<file path="config.mk">
export PLATFORM = sky130hd
export DESIGN_NAME = d_cache
export DESIGN_NICKNAME = d
export VERILOG_FILES = /design/src/rtl/d_cache.sv
export SDC_FILE = /design/constraint.sdc
export NUM_CORES = 2
export LEC_CHECK = 0
export BUFFER_PORTS_ARGS = -buffer_cell sky130_fd_sc_hd__buf_2
export CORE_UTILIZATION = 50
export CTS_CLUSTER_SIZE = 30
export DETAILED_ROUTE_END_ITERATION = 8
export MAX_ROUTING_LAYER = met4
export PLACE_DENSITY = 0.7
export SYNTH_ARGS = -nofsm -noshare
export SYNTH_HDL_FRONTEND = slang
export SYNTH_SLANG_ARGS = --single-unit
</file>
<file path="constraint.sdc">
create_clock -name i_clk -period 9.4 [get_ports i_clk]
set_input_delay 0.94 -clock i_clk [delete_from_list [all_inputs] [get_ports i_clk]]
set_output_delay 0.94 -clock i_clk [all_outputs]
set_load 0.1 [all_outputs]
</file>
<file path="src/rtl/d_cache.sv">
// Direct-mapped, one-word-per-line data cache with write-through, no-write-allocate stores.
// Load hits return data in the same cycle; misses and all stores stall the CPU until memory acks.
module d_cache #(
    parameter int ENTRIES = 32
) (
    input  logic        i_clk,
    input  logic        i_rst,
    input  logic [31:0] i_Addr,
    input  logic [31:0] i_Wd,
    input  logic [2:0]  i_f3,
    input  logic        i_Wen,
    input  logic        i_MemRead,
    output logic [31:0] o_Data,
    output logic        o_Stall,
    output logic        o_MemReq,
    output logic        o_MemWen,
    output logic [31:0] o_MemAddr,
    output logic [31:0] o_MemWd,
    output logic [3:0]  o_MemBe,
    input  logic [31:0] i_MemData,
    input  logic        i_MemReady
);

    localparam int IDX  = $clog2(ENTRIES);
    localparam int TAGW = 30 - IDX;

    typedef enum logic [1:0] {
        S_IDLE,
        S_FILL,
        S_WRITE
    } state_t;

    state_t             state_q;
    logic               mem_req_q;
    logic               mem_wen_q;

    logic [31:0]        data_q [ENTRIES];
    logic [TAGW-1:0]    tag_q  [ENTRIES];
    logic [ENTRIES-1:0] valid_q;

    logic [IDX-1:0]     idx;
    logic [TAGW-1:0]    tag;
    logic [4:0]         shamt;
    logic [31:0]        line;
    logic               hit;
    logic               fill_ack;
    logic               write_ack;
    logic               line_we;
    logic [3:0]         be;
    logic [31:0]        mem_wd;
    logic [31:0]        line_d;

    // Only the size bits of funct3 matter here; sign extension happens upstream.
    logic               unused_f3;
    assign unused_f3 = i_f3[2];

    assign idx       = i_Addr[IDX+1:2];
    assign tag       = i_Addr[31:IDX+2];
    assign shamt     = {i_Addr[1:0], 3'b000};
    assign line      = data_q[idx];
    assign hit       = valid_q[idx] && (tag_q[idx] == tag);
    assign fill_ack  = (state_q == S_FILL)  && i_MemReady;
    assign write_ack = (state_q == S_WRITE) && i_MemReady;
    assign line_we   = !i_rst && (fill_ack || (write_ack && hit));
    assign mem_wd    = i_Wd << shamt;

    // NOTE: every always_comb output gets a default first so no path can infer a latch.
    always_comb begin
        be = 4'b1111;
        case (i_f3[1:0])
            2'b00:   be = 4'b0001 << i_Addr[1:0];
            2'b01:   be = 4'b0011 << i_Addr[1:0];
            default: be = 4'b1111;
        endcase
    end

    always_comb begin
        line_d = line;
        if (fill_ack) begin
            line_d = i_MemData;
        end else begin
            for (int b = 0; b < 4; b++) begin
                if (be[b]) line_d[8*b +: 8] = mem_wd[8*b +: 8];
            end
        end
    end

    always_comb begin
        o_Stall = 1'b0;
        case (state_q)
            S_IDLE:  o_Stall = i_Wen || (i_MemRead && !hit);
            default: o_Stall = !i_MemReady;
        endcase
    end

    // The fill word is forwarded on the ack cycle so the CPU can release without a replay.
    assign o_Data    = fill_ack ? (i_MemData >> shamt) : (line >> shamt);
    assign o_MemReq  = mem_req_q;
    assign o_MemWen  = mem_wen_q;
    assign o_MemAddr = {i_Addr[31:2], 2'b00};
    assign o_MemWd   = mem_wd;
    assign o_MemBe   = be;

    // NOTE: sequential state uses non-blocking assignments so every register samples pre-edge values.
    always_ff @(posedge i_clk) begin
        if (i_rst) begin
            state_q   <= S_IDLE;
            mem_req_q <= 1'b0;
            mem_wen_q <= 1'b0;
        end else begin
            case (state_q)
                S_IDLE: begin
                    if (i_Wen) begin
                        state_q   <= S_WRITE;
                        mem_req_q <= 1'b1;
                        mem_wen_q <= 1'b1;
                    end else if (i_MemRead && !hit) begin
                        state_q   <= S_FILL;
                        mem_req_q <= 1'b1;
                        mem_wen_q <= 1'b0;
                    end
                end
                S_FILL, S_WRITE: begin
                    if (i_MemReady) begin
                        state_q   <= S_IDLE;
                        mem_req_q <= 1'b0;
                        mem_wen_q <= 1'b0;
                    end
                end
                default: begin
                    state_q   <= S_IDLE;
                    mem_req_q <= 1'b0;
                    mem_wen_q <= 1'b0;
                end
            endcase
        end
    end

    always_ff @(posedge i_clk) begin
        if (i_rst) begin
            valid_q <= '0;
        end else if (fill_ack) begin
            valid_q[idx] <= 1'b1;
        end
    end

    // NOTE: line data and tags are deliberately not reset; the valid bits alone make them meaningless.
    always_ff @(posedge i_clk) begin
        if (line_we) begin
            data_q[idx] <= line_d;
            tag_q[idx]  <= tag;
        end
    end

endmodule

</file>
==> impl_summary.log <==
INFO  metric first_pass_iters = 8
INFO  metric die_x = ~380 microns
INFO  metric report.final.hold_viol_count = 0
INFO  metric core_region_area = ~140000 sq um
INFO  metric area_growth_syn_to_layout = 12.25%
INFO  metric dp_worst_setup_slack = approximately 2.6 ns
INFO  metric antenna_violations_before_repair = 10
INFO  metric required = between 8 and 9 ns
INFO  metric cts.root.buffer_cell = clkbuf_16
INFO  metric num_io_pins = between 200 and 250
INFO  metric critical_path.reg2reg.startpoint = tag_q[15][15]
INFO  metric grt_first_pass_wirelength = approximately 270 mm
INFO  metric detail_route.wl_per_cell = about 33 microns
INFO  metric start_kind = primary input
INFO  metric syn_area_per_cell = 19.69 sq um
INFO  metric grt.overflow.total = 0
INFO  metric synth_area = around 73000 sq um
INFO  metric place_congestion = 0.8606
INFO  metric slew_worst_pin = 1.302 ns
INFO  metric h_tree_level_count = 4
INFO  metric clock_skew_after_layout = 0.02840 ns
INFO  metric total_power_per_unit_cell_area = between 200 and 250 nW/um^2
INFO  metric setup.worst_path.class = in -> out
INFO  metric hold_path_class = in -> reg
INFO  metric hold_start = i_Wen
INFO  metric clkSinkCount = roughly 1900
INFO  metric run_status = finished, violations left
INFO  metric detailed_place_hpwl = approximately 100 mm
INFO  metric critical_path_peak_fanout = 33
INFO  metric ys_ff_latch = between 1500 and 2000
INFO  metric final.setup.worst_slack = 2.952 ns
INFO  metric max_cap_viol_count = 0
INFO  metric grt_pass1_vias = 37020
INFO  metric failed_checks = DRC
INFO  metric worst_ep_arrival_time = around 5.5 ns
INFO  metric r2r_cells = 11
INFO  metric final_cell_area = around 82000 sq um
INFO  metric post_detailed_route_count_of_antenna_violating_nets = 0
INFO  metric drt-initial-drc-count = 5887
INFO  metric cts-resized-gates = 0
INFO  metric cts-buffers-inserted = between 150 and 200
INFO  metric utilization = 0.5679
INFO  metric rsz_0062_raised_after_global_routing = false
INFO  metric port_buffers = between 200 and 250
INFO  metric cts_tree = done
INFO  metric ctsHoldBuffers = 0
INFO  metric endpoint_type_of_the_worst_setup_path = primary output
INFO  metric synth_edf_count = 1824
INFO  metric clk_pin_slew_worst_paths = ~0.050 ns
INFO  metric global_route.usage.total = 0.2728
INFO  metric initial_utilization = 0.5059
INFO  metric layout-drive-gt1-share = 0.2288
INFO  metric p_leak = around 27 nW
INFO  metric floorplan.die.height = 383.7 microns
INFO  metric grt_max_degree = 108
INFO  metric max_freq = around 160 MHz
INFO  metric detail_route.wirelength = between 150 and 200 mm
INFO  metric final.min_clock_period = ~6.4 ns
INFO  metric die_area = 147200 sq um
INFO  metric finish.net_count = slightly above 4000
INFO  metric timing.rr.end = tag_q[10][3]
INFO  metric dpl_cell_area = around 76000 sq um
INFO  metric fin_total_pwr = about 0.017 W
INFO  metric max-vdd-ir-drop = approximately 0.00017 V
INFO  metric timing.final.crit_share = 0.6860
INFO  metric cts.path.max_buffers = 3
INFO  metric postSynth.asyncResetShare = 0
INFO  metric hold_path_depth = 2
INFO  metric synth.lib_cells_used.distinct = 60
INFO  metric min_delay_worst_endpoint = o_MemReq
INFO  metric syn_inst = approximately 3700
INFO  metric drt_drc_violations_left = 6
INFO  metric max-slew-margin-rel = 0.1318
INFO  metric routed_vias = approximately 39000
INFO  metric ys_seq_area_frac = 0.7615
INFO  metric worstSetupStartpoint = i_Addr[4]
INFO  metric setup_tns = 0 ns
INFO  metric synth_top_flop_cell = edfxtp_1
INFO  metric clk-insertion-delay-late = approximately 0.8 ns
INFO  metric viasPerCell = approximately 6.5
INFO  metric filler_cell_count = 10550
INFO  metric regToRegSetupSlack = about 4.7 ns
INFO  metric timing_max_transition_violations_final = 0
INFO  metric final-setup-viol-count = 0
INFO  metric fp-row-count = approximately 140
INFO  metric cts_setup_buffers = 0
INFO  metric synthesis.yosys.warnings = 0
==> cells in the final DEF (no fill, tap or decap), drive strengths merged, types with 26 or more instances in the layout <==
cell    count
a21oi      66
a22oi     118
buf       328
clkbuf    210
clkinv     82
dfxtp      35
edfxtp   1824
mux2i     440
mux4      272
nand2      53
nand4      26
nor2      111
nor4       83
o21ai      26
o22ai     200
==> worst max-delay path: stages <==
cell and delay (ns):
buf_2 0.58, or4b_2 0.88, buf_4 0.35, o22ai_1 0.11, nor4_1 0.36, nand2_1 0.11, xor2_1 0.21, nor4_1 0.75
and4_1 0.42, a31oi_1 0.25, a2bb2oi_1 0.21, buf_2 0.29
==> worst max-delay path by stage <==
stage / cells after the start / end / slack (ns)
6_report: 12 / o_Stall / 2.95
5_1_grt: 10 / o_Data[7] / 2.48
4_1_cts: 10 / o_Data[7] / 2.77
3_5_place_dp: 13 / data_q[30][3] / 2.60
3_3_place_gp: 13 / data_q[30][19] / 2.58
2_1_floorplan: 13 / data_q[4][0] / 0.08
==> metal layers <==
layer	vias to the layer above	track usage	part of all wire
li1	15830	-	-
met1	20610	0.3843	0.39
met2	2363	0.4142	0.48
met3	342	0.04799	0.11
met4	0	0.07208	0.024
met5	-	-	0
==> registers in the layout, indices dropped and copies added, names as in the netlist <==
signal,count
data_q,1024
o_MemReq,1
valid_q,32
state_q,2
tag_q,800
==> through the flow <==
step	hold slack, ns	std cells
final	0.4065	5991
after global routing	0.3943	5990
after CTS	0.3632	5986
after detailed placement	0.4534	5667
after global placement	0.4425	5667
after floorplan	0.4315	3700
==> cells by family (layout without fill, tap and decap cells) <==
kind of cell,count (synthesis),after routing,share of synthesized area
XOR/XNOR,24,24,0.002885
flip-flops,1859,1859,0.7615
buffers and inverters,274,657,0.01992
adder cells (fa/ha/maj),3,3,0.0005153
AO/OA/AOI/OAI,470,470,0.04280
other,1,7,0.00005148
AND/OR/NAND/NOR,340,340,0.02532
multiplexers,728,728,0.1470
==> synthesized netlist by cell type (all sizes together) (5+ instances only) <==
| cell | count | area [sq um] |
|---|---|---|
| a211oi | 16 | 120.1 |
| a21oi | 66 | 330.3 |
| a221oi | 9 | 78.83 |
| a22o | 9 | 78.83 |
| a22oi | 118 | 885.9 |
| a41oi | 8 | 88.84 |
| and2 | 11 | 68.82 |
| buf | 194 | 1146 |
| clkbuf | 70 | 267.8 |
| dfxtp | 35 | 700.7 |
| edfxtp | 1824 | 54770 |
| inv | 10 | 37.54 |
| mux2 | 16 | 180.2 |
| mux2i | 440 | 4404 |
| mux4 | 272 | 6126 |
| nand2 | 53 | 198.9 |
| nand2b | 6 | 37.54 |
| nand3 | 8 | 40.04 |
| nand4 | 26 | 168.9 |
| nand4b | 5 | 86.34 |
| nand4bb | 5 | 56.30 |
| nor2 | 111 | 416.7 |
| nor2b | 8 | 50.05 |
| nor4 | 83 | 531.8 |
| o21ai | 26 | 130.1 |
| o21bai | 9 | 67.56 |
| o22ai | 200 | 1251 |
| xor2 | 24 | 210.2 |
==> power by group <==
group | switching, W | total, W | internal, W
Sequential | 0.00000395 | 0.00928 | 0.00927
Clock | 0.00298 | 0.00678 | 0.00380
Combinational | 0.00103 | 0.00136 | 0.000338
==> cell type report <==
class	count	area, sq um	area share
Tap cell	1903	2381	0.02912
Antenna cell	5	12.51	0.0001530
Clock inverter	109	922.1	0.01128
Sequential cell	1859	55470	0.6784
Multi-Input combinational cell	1567	16270	0.1989
Inverter	10	37.54	0.0004590
Clock buffer	210	4532	0.05542
Timing Repair Buffer	328	2150	0.02629
Note: power is estimated with default switching activity, not from simulation.
